$ cat src/rtl/dlsc_pcie_s6_outbound_pkg.sv
// Shared constants and types for the outbound read/write TLP scheduler.
package dlsc_pcie_s6_outbound_pkg;

  localparam int unsigned LEN_W   = 10;
  localparam int unsigned MAX_LEN = 1024;
  localparam int unsigned WCNT_W  = 4;
  localparam int unsigned BEAT_W  = LEN_W + 1;

  typedef enum logic [1:0] {
    ST_IDLE    = 2'd0,
    ST_RD_HDR  = 2'd1,
    ST_WR_HDR  = 2'd2,
    ST_WR_DATA = 2'd3
  } state_t;

  // Payload beats for a header length field; an all-zero field means MAX_LEN.
  function automatic logic [BEAT_W-1:0] beats_of(input logic [LEN_W-1:0] len);
    return (len == '0) ? BEAT_W'(MAX_LEN) : {1'b0, len};
  endfunction

endpackage

$ cat src/rtl/dlsc_pcie_s6_outbound_sched_if.sv
// Header/data handshake bundle between the read/write requesters, the
// scheduler (slave modport) and the outbound TLP formatter.
interface dlsc_pcie_s6_outbound_sched_if #(
  parameter int ADDR = 32,
  parameter int TAG  = 5
);
  import dlsc_pcie_s6_outbound_pkg::*;

  logic              rd_h_ready;
  logic              rd_h_valid;
  logic [ADDR-1:2]   rd_h_addr;
  logic [LEN_W-1:0]  rd_h_len;
  logic [TAG-1:0]    rd_h_tag;
  logic [3:0]        rd_h_be_first;
  logic [3:0]        rd_h_be_last;

  logic              wr_h_ready;
  logic              wr_h_valid;
  logic [ADDR-1:2]   wr_h_addr;
  logic [LEN_W-1:0]  wr_h_len;
  logic [3:0]        wr_h_be_first;
  logic [3:0]        wr_h_be_last;

  logic              wr_d_ready;
  logic              wr_d_valid;
  logic [31:0]       wr_d_data;
  logic              wr_d_last;

  logic              tlp_h_ready;
  logic              tlp_h_valid;
  logic              tlp_h_write;
  logic [ADDR-1:2]   tlp_h_addr;
  logic [LEN_W-1:0]  tlp_h_len;
  logic [TAG-1:0]    tlp_h_tag;
  logic [3:0]        tlp_h_be_first;
  logic [3:0]        tlp_h_be_last;

  logic              tlp_d_ready;
  logic              tlp_d_valid;
  logic [31:0]       tlp_d_data;
  logic              tlp_d_last;

  modport slave (
    input  rd_h_valid, rd_h_addr, rd_h_len, rd_h_tag, rd_h_be_first, rd_h_be_last,
    output rd_h_ready,
    input  wr_h_valid, wr_h_addr, wr_h_len, wr_h_be_first, wr_h_be_last,
    output wr_h_ready,
    input  wr_d_valid, wr_d_data, wr_d_last,
    output wr_d_ready,
    input  tlp_h_ready,
    output tlp_h_valid, tlp_h_write, tlp_h_addr, tlp_h_len, tlp_h_tag,
    output tlp_h_be_first, tlp_h_be_last,
    input  tlp_d_ready,
    output tlp_d_valid, tlp_d_data, tlp_d_last
  );

  modport master (
    output rd_h_valid, rd_h_addr, rd_h_len, rd_h_tag, rd_h_be_first, rd_h_be_last,
    input  rd_h_ready,
    output wr_h_valid, wr_h_addr, wr_h_len, wr_h_be_first, wr_h_be_last,
    input  wr_h_ready,
    output wr_d_valid, wr_d_data, wr_d_last,
    input  wr_d_ready,
    output tlp_h_ready,
    input  tlp_h_valid, tlp_h_write, tlp_h_addr, tlp_h_len, tlp_h_tag,
    input  tlp_h_be_first, tlp_h_be_last,
    output tlp_d_ready,
    input  tlp_d_valid, tlp_d_data, tlp_d_last
  );

endinterface

$ cat src/rtl/dlsc_pcie_s6_outbound_sched_wrr.sv
// Two-request weighted round-robin picker. The pick is combinational from
// the registered last grant and run-length counter; both update on advance.
module dlsc_pcie_s6_outbound_sched_wrr
  import dlsc_pcie_s6_outbound_pkg::*;
#(
  parameter int unsigned RD_WEIGHT = 2,
  parameter int unsigned WR_WEIGHT = 2
) (
  input  logic clk,
  input  logic rst_n,
  input  logic req_rd,
  input  logic req_wr,
  input  logic advance,
  output logic pick_wr
);

  logic              last_wr;
  logic [WCNT_W-1:0] wcnt;

  // Keep the previous winner while its run is below weight, else hand over.
  always_comb begin
    pick_wr = req_wr;
    if (req_rd && req_wr) begin
      if (last_wr) pick_wr = (wcnt < WCNT_W'(WR_WEIGHT));
      else         pick_wr = !(wcnt < WCNT_W'(RD_WEIGHT));
    end
  end

  // Record the grant and extend or restart the saturating run counter.
  always_ff @(posedge clk or negedge rst_n) begin
    if (!rst_n) begin
      last_wr <= 1'b1;
      wcnt    <= '0;
    end else if (advance) begin
      last_wr <= pick_wr;
      if (pick_wr != last_wr) wcnt <= WCNT_W'(1);
      else if (wcnt != '1)    wcnt <= wcnt + WCNT_W'(1);
    end
  end

endmodule

$ cat src/rtl/dlsc_pcie_s6_outbound_sched.sv
// Outbound scheduler: arbitrates read headers against write header+data
// TLPs onto one formatter port, frames write payload from the header length
// and flags wr_d_last disagreements. Optional statistics counters are
// enabled with DLSC_PCIE_OUTBOUND_SCHED_STATS_EN.
module dlsc_pcie_s6_outbound_sched
  import dlsc_pcie_s6_outbound_pkg::*;
#(
  parameter int          ADDR      = 32,
  parameter int          TAG       = 5,
  parameter int unsigned RD_WEIGHT = 2,
  parameter int unsigned WR_WEIGHT = 2
) (
  input  logic clk,
  input  logic rst_n,
  input  logic dma_en,
  input  logic err_clr,
  output logic busy,
  output logic err_len,
`ifdef DLSC_PCIE_OUTBOUND_SCHED_STATS_EN
  output logic [31:0] stat_rd_cnt,
  output logic [31:0] stat_wr_cnt,
  output logic [31:0] stat_stall_cnt,
`endif
  dlsc_pcie_s6_outbound_sched_if.slave bus
);

  state_t            state, state_nxt;
  logic [BEAT_W-1:0] beat_cnt;
  logic              advance, pick_wr, beat_load, beat_dec, err_set;
  logic [ADDR-1:2]   h_addr;
  logic [TAG-1:0]    h_tag;

  dlsc_pcie_s6_outbound_sched_wrr #(
    .RD_WEIGHT (RD_WEIGHT),
    .WR_WEIGHT (WR_WEIGHT)
  ) u_wrr (
    .clk     (clk),
    .rst_n   (rst_n),
    .req_rd  (bus.rd_h_valid),
    .req_wr  (bus.wr_h_valid),
    .advance (advance),
    .pick_wr (pick_wr)
  );

  // State register.
  always_ff @(posedge clk or negedge rst_n) begin
    if (!rst_n) state <= ST_IDLE;
    else        state <= state_nxt;
  end

  // Next state and handshake muxing, decoded from the state register only.
  always_comb begin
    state_nxt       = state;
    advance         = 1'b0;
    beat_load       = 1'b0;
    beat_dec        = 1'b0;
    err_set         = 1'b0;
    bus.rd_h_ready  = 1'b0;
    bus.wr_h_ready  = 1'b0;
    bus.wr_d_ready  = 1'b0;
    bus.tlp_h_valid = 1'b0;
    bus.tlp_h_write = 1'b0;
    bus.tlp_d_valid = 1'b0;
    bus.tlp_d_last  = 1'b0;
    case (state)
      ST_IDLE: begin
        if (dma_en && (bus.rd_h_valid || bus.wr_h_valid)) begin
          advance   = 1'b1;
          state_nxt = pick_wr ? ST_WR_HDR : ST_RD_HDR;
        end
      end
      ST_RD_HDR: begin
        bus.tlp_h_valid = bus.rd_h_valid;
        bus.rd_h_ready  = bus.tlp_h_ready;
        if (bus.rd_h_valid && bus.tlp_h_ready) state_nxt = ST_IDLE;
      end
      ST_WR_HDR: begin
        bus.tlp_h_valid = bus.wr_h_valid;
        bus.tlp_h_write = 1'b1;
        bus.wr_h_ready  = bus.tlp_h_ready;
        if (bus.wr_h_valid && bus.tlp_h_ready) begin
          beat_load = 1'b1;
          state_nxt = ST_WR_DATA;
        end
      end
      ST_WR_DATA: begin
        bus.tlp_d_valid = bus.wr_d_valid;
        bus.wr_d_ready  = bus.tlp_d_ready;
        bus.tlp_d_last  = (beat_cnt == BEAT_W'(1));
        if (bus.wr_d_valid && bus.tlp_d_ready) begin
          beat_dec = 1'b1;
          err_set  = (bus.wr_d_last != bus.tlp_d_last);
          if (beat_cnt == BEAT_W'(1)) state_nxt = ST_IDLE;
        end
      end
      default: state_nxt = ST_IDLE;
    endcase
  end

  // Header field mux; tag is forced to zero for writes.
  always_comb begin
    h_addr             = bus.rd_h_addr;
    h_tag              = bus.rd_h_tag;
    bus.tlp_h_len      = bus.rd_h_len;
    bus.tlp_h_be_first = bus.rd_h_be_first;
    bus.tlp_h_be_last  = bus.rd_h_be_last;
    if (state == ST_WR_HDR) begin
      h_addr             = bus.wr_h_addr;
      h_tag              = '0;
      bus.tlp_h_len      = bus.wr_h_len;
      bus.tlp_h_be_first = bus.wr_h_be_first;
      bus.tlp_h_be_last  = bus.wr_h_be_last;
    end
  end

  assign bus.tlp_h_addr = h_addr;
  assign bus.tlp_h_tag  = h_tag;
  assign bus.tlp_d_data = bus.wr_d_data;
  assign busy           = (state != ST_IDLE);

  // Remaining payload beats of the current write TLP.
  always_ff @(posedge clk or negedge rst_n) begin
    if (!rst_n)         beat_cnt <= '0;
    else if (beat_load) beat_cnt <= beats_of(bus.wr_h_len);
    else if (beat_dec)  beat_cnt <= beat_cnt - BEAT_W'(1);
  end

  // Sticky length error; a new error takes priority over a clear.
  always_ff @(posedge clk or negedge rst_n) begin
    if (!rst_n)       err_len <= 1'b0;
    else if (err_set) err_len <= 1'b1;
    else if (err_clr) err_len <= 1'b0;
  end

`ifdef DLSC_PCIE_OUTBOUND_SCHED_STATS_EN
  // Accepted header counts and formatter header stall cycles.
  always_ff @(posedge clk or negedge rst_n) begin
    if (!rst_n) begin
      stat_rd_cnt    <= '0;
      stat_wr_cnt    <= '0;
      stat_stall_cnt <= '0;
    end else begin
      if (bus.rd_h_valid && bus.rd_h_ready) stat_rd_cnt <= stat_rd_cnt + 32'd1;
      if (bus.wr_h_valid && bus.wr_h_ready) stat_wr_cnt <= stat_wr_cnt + 32'd1;
      if (bus.tlp_h_valid && !bus.tlp_h_ready) stat_stall_cnt <= stat_stall_cnt + 32'd1;
    end
  end
`endif

endmodule

$ cat src/flat_wrapper.sv
// flat-port wrapper written by rule: the top's interface ports become plain ports
module dlsc_pcie_s6_outbound_sched_flat import dlsc_pcie_s6_outbound_pkg::*;
#(
  parameter int          ADDR      = 32,
  parameter int          TAG       = 5,
  parameter int unsigned RD_WEIGHT = 2,
  parameter int unsigned WR_WEIGHT = 2
)
  (clk, rst_n, dma_en, err_clr, busy, err_len, bus_rd_h_valid, bus_rd_h_addr, bus_rd_h_len, bus_rd_h_tag, bus_rd_h_be_first, bus_rd_h_be_last, bus_rd_h_ready, bus_wr_h_valid, bus_wr_h_addr, bus_wr_h_len, bus_wr_h_be_first, bus_wr_h_be_last, bus_wr_h_ready, bus_wr_d_valid, bus_wr_d_data, bus_wr_d_last, bus_wr_d_ready, bus_tlp_h_ready, bus_tlp_h_valid, bus_tlp_h_write, bus_tlp_h_addr, bus_tlp_h_len, bus_tlp_h_tag, bus_tlp_h_be_first, bus_tlp_h_be_last, bus_tlp_d_ready, bus_tlp_d_valid, bus_tlp_d_data, bus_tlp_d_last);
  dlsc_pcie_s6_outbound_sched_if #(.ADDR(ADDR), .TAG(TAG)) bus_i ();
  input  logic clk;
  input  logic rst_n;
  input  logic dma_en;
  input  logic err_clr;
  output logic busy;
  output logic err_len;
  input wire logic [$bits(bus_i.rd_h_valid)-1:0] bus_rd_h_valid;
  input wire logic [$bits(bus_i.rd_h_addr)-1:0] bus_rd_h_addr;
  input wire logic [$bits(bus_i.rd_h_len)-1:0] bus_rd_h_len;
  input wire logic [$bits(bus_i.rd_h_tag)-1:0] bus_rd_h_tag;
  input wire logic [$bits(bus_i.rd_h_be_first)-1:0] bus_rd_h_be_first;
  input wire logic [$bits(bus_i.rd_h_be_last)-1:0] bus_rd_h_be_last;
  output wire logic [$bits(bus_i.rd_h_ready)-1:0] bus_rd_h_ready;
  input wire logic [$bits(bus_i.wr_h_valid)-1:0] bus_wr_h_valid;
  input wire logic [$bits(bus_i.wr_h_addr)-1:0] bus_wr_h_addr;
  input wire logic [$bits(bus_i.wr_h_len)-1:0] bus_wr_h_len;
  input wire logic [$bits(bus_i.wr_h_be_first)-1:0] bus_wr_h_be_first;
  input wire logic [$bits(bus_i.wr_h_be_last)-1:0] bus_wr_h_be_last;
  output wire logic [$bits(bus_i.wr_h_ready)-1:0] bus_wr_h_ready;
  input wire logic [$bits(bus_i.wr_d_valid)-1:0] bus_wr_d_valid;
  input wire logic [$bits(bus_i.wr_d_data)-1:0] bus_wr_d_data;
  input wire logic [$bits(bus_i.wr_d_last)-1:0] bus_wr_d_last;
  output wire logic [$bits(bus_i.wr_d_ready)-1:0] bus_wr_d_ready;
  input wire logic [$bits(bus_i.tlp_h_ready)-1:0] bus_tlp_h_ready;
  output wire logic [$bits(bus_i.tlp_h_valid)-1:0] bus_tlp_h_valid;
  output wire logic [$bits(bus_i.tlp_h_write)-1:0] bus_tlp_h_write;
  output wire logic [$bits(bus_i.tlp_h_addr)-1:0] bus_tlp_h_addr;
  output wire logic [$bits(bus_i.tlp_h_len)-1:0] bus_tlp_h_len;
  output wire logic [$bits(bus_i.tlp_h_tag)-1:0] bus_tlp_h_tag;
  output wire logic [$bits(bus_i.tlp_h_be_first)-1:0] bus_tlp_h_be_first;
  output wire logic [$bits(bus_i.tlp_h_be_last)-1:0] bus_tlp_h_be_last;
  input wire logic [$bits(bus_i.tlp_d_ready)-1:0] bus_tlp_d_ready;
  output wire logic [$bits(bus_i.tlp_d_valid)-1:0] bus_tlp_d_valid;
  output wire logic [$bits(bus_i.tlp_d_data)-1:0] bus_tlp_d_data;
  output wire logic [$bits(bus_i.tlp_d_last)-1:0] bus_tlp_d_last;
  assign bus_i.rd_h_valid = bus_rd_h_valid;
  assign bus_i.rd_h_addr = bus_rd_h_addr;
  assign bus_i.rd_h_len = bus_rd_h_len;
  assign bus_i.rd_h_tag = bus_rd_h_tag;
  assign bus_i.rd_h_be_first = bus_rd_h_be_first;
  assign bus_i.rd_h_be_last = bus_rd_h_be_last;
  assign bus_rd_h_ready = bus_i.rd_h_ready;
  assign bus_i.wr_h_valid = bus_wr_h_valid;
  assign bus_i.wr_h_addr = bus_wr_h_addr;
  assign bus_i.wr_h_len = bus_wr_h_len;
  assign bus_i.wr_h_be_first = bus_wr_h_be_first;
  assign bus_i.wr_h_be_last = bus_wr_h_be_last;
  assign bus_wr_h_ready = bus_i.wr_h_ready;
  assign bus_i.wr_d_valid = bus_wr_d_valid;
  assign bus_i.wr_d_data = bus_wr_d_data;
  assign bus_i.wr_d_last = bus_wr_d_last;
  assign bus_wr_d_ready = bus_i.wr_d_ready;
  assign bus_i.tlp_h_ready = bus_tlp_h_ready;
  assign bus_tlp_h_valid = bus_i.tlp_h_valid;
  assign bus_tlp_h_write = bus_i.tlp_h_write;
  assign bus_tlp_h_addr = bus_i.tlp_h_addr;
  assign bus_tlp_h_len = bus_i.tlp_h_len;
  assign bus_tlp_h_tag = bus_i.tlp_h_tag;
  assign bus_tlp_h_be_first = bus_i.tlp_h_be_first;
  assign bus_tlp_h_be_last = bus_i.tlp_h_be_last;
  assign bus_i.tlp_d_ready = bus_tlp_d_ready;
  assign bus_tlp_d_valid = bus_i.tlp_d_valid;
  assign bus_tlp_d_data = bus_i.tlp_d_data;
  assign bus_tlp_d_last = bus_i.tlp_d_last;
  dlsc_pcie_s6_outbound_sched #(.ADDR(ADDR), .TAG(TAG), .RD_WEIGHT(RD_WEIGHT), .WR_WEIGHT(WR_WEIGHT)) u_core (.clk(clk), .rst_n(rst_n), .dma_en(dma_en), .err_clr(err_clr), .busy(busy), .err_len(err_len), .bus(bus_i));
endmodule
$ cat config.mk
export PLATFORM = sky130hd
export DESIGN_NAME = dlsc_pcie_s6_outbound_sched_flat
export DESIGN_NICKNAME = d
export VERILOG_FILES = /design/src/rtl/dlsc_pcie_s6_outbound_pkg.sv /design/src/rtl/dlsc_pcie_s6_outbound_sched_if.sv /design/src/rtl/dlsc_pcie_s6_outbound_sched_wrr.sv /design/src/rtl/dlsc_pcie_s6_outbound_sched.sv /design/src/flat_wrapper.sv
export SDC_FILE = /design/constraint.sdc
export NUM_CORES = 1
export LEC_CHECK = 0
export BUFFER_PORTS_ARGS = -buffer_cell sky130_fd_sc_hd__buf_2
export CAP_MARGIN = 20
export CORE_MARGIN = 8
export CORE_UTILIZATION = 37
export CTS_CLUSTER_DIAMETER = 80
export CTS_CLUSTER_SIZE = 8
export DETAILED_ROUTE_END_ITERATION = 8
export PLACE_DENSITY = 0.87
export SETUP_SLACK_MARGIN = 0.5
export SLEW_MARGIN = 5
export SYNTH_ARGS = -nofsm -noshare
export SYNTH_HDL_FRONTEND = slang
export SYNTH_SLANG_ARGS = --single-unit
$ cat constraint.sdc
create_clock -name clk -period 4.1 [get_ports clk]
set_input_delay 0.41 -clock clk [delete_from_list [all_inputs] [get_ports clk]]
set_output_delay 0.41 -clock clk [all_outputs]
set_load 0.03 [all_outputs]
==> metrics.md <==
| Metric | Value |
|---|---|
| Routed vias | 2263 |
| CP Capture Type | output port |
| Routability congestion estimate | 0.880 |
| WL final | 8.48 mm |
| Switching Share | 50.2% |
| Final Power | 1.51 mW |
| Startpoint types | register |
| Mapped Area | 0.00210 sq mm |
| Vias in the first global route | 2365 |
| Synth Instances | 236 |
| Static leakage | 1.42 nW |
| Synth Area in Simple Gates | 17.6% |
| WP data required | 3690 ps |
| Die W | 91.4 microns |
| P per Cell Area | 532 mW/mm^2 |
| Fraction of layout instances using a drive strength above 1 | 62.5% |
| Critical Path Fanout Max | 44 |
| Synth Area in Compound Gates | 10.0% |
| First-pass GRT wire length | 12.7 mm |
| CTS tree | done |
| Synth top area share | 25.7% |
| R2r endpoint | u_core.state[1] |
| Max cap viols | 0 |
| Nets | 523 |
| Yosys warning total | 0 |
| Area grow syn2layout | 35.4% |
| Post_cts resized | 0 |
| Clock share of power | 8.5% |
| Post-DRT Antenna Nets | 0 |
| Slowest stage delay, CP | 440 ps |
| Yosys cell types | 48 |
| Mux share of post-synthesis cell area | 27.2% |
| Cells along the critical path | inv_1, ha_2, buf_12, mux2_2, buf_2 |
| Fin crit share | 61.4% |
| RSZ-0062 raised after global routing | false |
| TritonRoute pass-1 iters | 5 |
| Most used DFF post-synth | dfrtp_1 |
| Finish-stage setup viols | 0 |
| Post-CTS Hold Fix Bufs | 0 |
| Fin. max-slew vios | 0 |
| Seq cells post-synth | 19 |
| Row cnt | 27 |
| FILL cells | 527 |
| Top cells by count, synth | mux2_2 (48), buf_4 (33), dfrtp_1 (18) |
| Post-synthesis xor/xnor area fraction | 2.92% |
| Synth Area in Adders | 4.76% |
| H-tree levels | 1 |
| Synth top area cells | mux2_2 (26%), dfrtp_1 (21%), buf_4 (12%), ha_1 (4.8%), nand2_1 (2.9%) |
| Status | finished clean |
| WS Path Type | reg2out |
| Setup Fix Bufs, Post-CTS | 0 |
| Clk sinks | 19 |
| Hold Fails Final Rpt | 0 |
| Setup TNS | 0 ps |
| Hold/Removal Path Class | in2async |
| Ys async rst share | 100% |
| Number of synthesized flops with an enable pin | 0 |
| FF-to-FF path depth | 6 |
| Die Y | 91.4 microns |
| Ports | 237 |
| Clock root cell | clkbuf_8 |
| DRC viols | 0 |
| Hpwl dp | 7.29 mm |
| P_int | 0.754 mW |
| Core ar. | 0.00551 sq mm |
| Clock transition at the registers of the reported paths | 70 ps |
| Clk Latency, worst-skew pair | 250 ps |
| Slew @ Worst Pin | 502 ps |
| IO buf count | 172 |
| Overflow after GRT | 0 |
| Cells after DPL | 438 |
| Fin cells | 446 |
| Flop pwr share | 24.3% |
| Achievable Freq | 397 MHz |
| Fin Clk Skew | 1.88 ps |
| Minimum clock period | 2520 ps |
| Syn avg cell area | 8.91 sq um |
| Initial antenna violation count | 3 |
| Net Count, Synth | 387 |
| Most frequent cell after synthesis | mux2_2 |
| Worst R2R Setup Slack | 2130 ps |
| Starting Density | 38.2% |
| Worst hold slack | 92.8 ps |
| Largest net degree at the start of global routing | 61 |
| Largest family of logic cells by synthesized area | multiplexers |
| WL/cell | 19.0 microns |
| Reg2Reg Launch Point | u_core.beat_cnt[1] |
| Synth area leader | mux2_2 |
| Slowest-stage cell, CP | ha_2 |
| CTS buffer count | 3 |
| Combinational share of power | 67.2% |
| Switching power | 0.759 mW |
| Die area | 0.00835 sq mm |
| Detail-routed via count per cell | 5.07 |
| Worst path arrival time | 2110 ps |
| Clk buf depth | 2 |
| Worst ir drop on vdd | 0.311 mV |
| Relative slew margins | 66.5% |
| Sequential-to-total area share from yosys stat | 22.7% |
| GRT Total Usage | 18.5% |
| Detailed Route Iter0 Violations | 42 |
[state kept, by name, indices dropped and copies added (netlist names)]
register              count
u_core.u_wrr.last_wr      1
u_core.state              2
u_core.err_len            1
u_core.u_wrr.wcnt         4
u_core.beat_cnt          11
[cell families after synthesis]
logic type	Yosys count
and+or+nand+nor	68
muxes	51
buffers and inverters	50
xor gates and xnor gates	7
DFF	19
AOI/OAI and AO/OA	33
adders and majority gates	8
[power groups by stage]
stage / clock, mW / combinational [mW] / sequential, mW
final: 0.128 / 1.02 / 0.369
after detailed placement: 0 / 1.01 / 0.369
after global placement: 0 / 0.981 / 0.361
after floorplan: 0 / 0.811 / 0.348
after CTS: 0.131 / 1.01 / 0.365
after global routing: 0.141 / 1.10 / 0.385
[metrics by stage]
stage	utilization [%]	setup slack (ps)	instance area (sq um)
after global routing	51.7	1510	2850
after detailed placement	50.4	1490	2770
after floorplan	-	1650	2100
final	51.7	1580	2850
after global placement	50.4	1600	2770
after CTS	51.2	1210	2820
[placed cells by master, fill, tap and decap left out, drive strengths merged, types with 2 or more instances in the layout]
cell,count
or2,3
nand3,7
xnor2,3
o22ai,3
clkbuf,3
nor3,3
nand4,2
mux2i,2
or4,5
nand2,16
ha,8
diode,3
mux2,49
a31oi,4
o21ai,13
dfrtp,18
nor2b,6
xor2,4
buf,173
and3,2
nor4,3
and2,4
o31ai,2
inv,8
nor2,10
a21oi,2
nor3b,2
[how the worst max path moves through the flow]
| stage | slack [ps] | to | cells past startpoint | startpoint |
|---|---|---|---|---|
| 3_5_place_dp | 1490 | u_core.beat_cnt[5] | 5 | u_core.state[0] |
| 4_1_cts | 1210 | bus_tlp_h_addr[4] | 4 | u_core.state[0] |
| 5_1_grt | 1510 | bus_tlp_h_addr[2] | 5 | u_core.state[0] |
| 6_report | 1580 | bus_tlp_h_addr[4] | 5 | u_core.state[0] |
| 2_1_floorplan | 1650 | bus_tlp_h_addr[0] | 5 | u_core.state[0] |
| 3_3_place_gp | 1600 | bus_tlp_h_addr[0] | 4 | u_core.state[0] |
[per-layer routing]
layer  GRT usage (%)  vias up  wire [microns]
li1                -     1092               -
met1            19.0     1025            3010
met5               0        -               0
met3            5.84       10             729
met2            34.7      136            4590
met4            5.87        0             146
[area by class of cell]
cell class / instances / area (sq um) / area share [%]
multi-input combinational: 167 / 1320 / 46.2
clock buffer: 3 / 41.3 / 1.45
clock inverter: 1 / 5.00 / 0.176
sequential: 19 / 477 / 16.7
tap: 72 / 90.1 / 3.16
timing repair buffer: 173 / 881 / 30.9
antenna: 3 / 7.51 / 0.264
inverter: 8 / 30.0 / 1.05
[critical path, delay by kind of cell, from the launching register on]
kind / cells / cell delay (ps)
buf+inv: 3 / 600
fa+ha+maj: 1 / 440
flops: 1 / 410
mux: 1 / 380
Power figures use the tool's default switching activity.
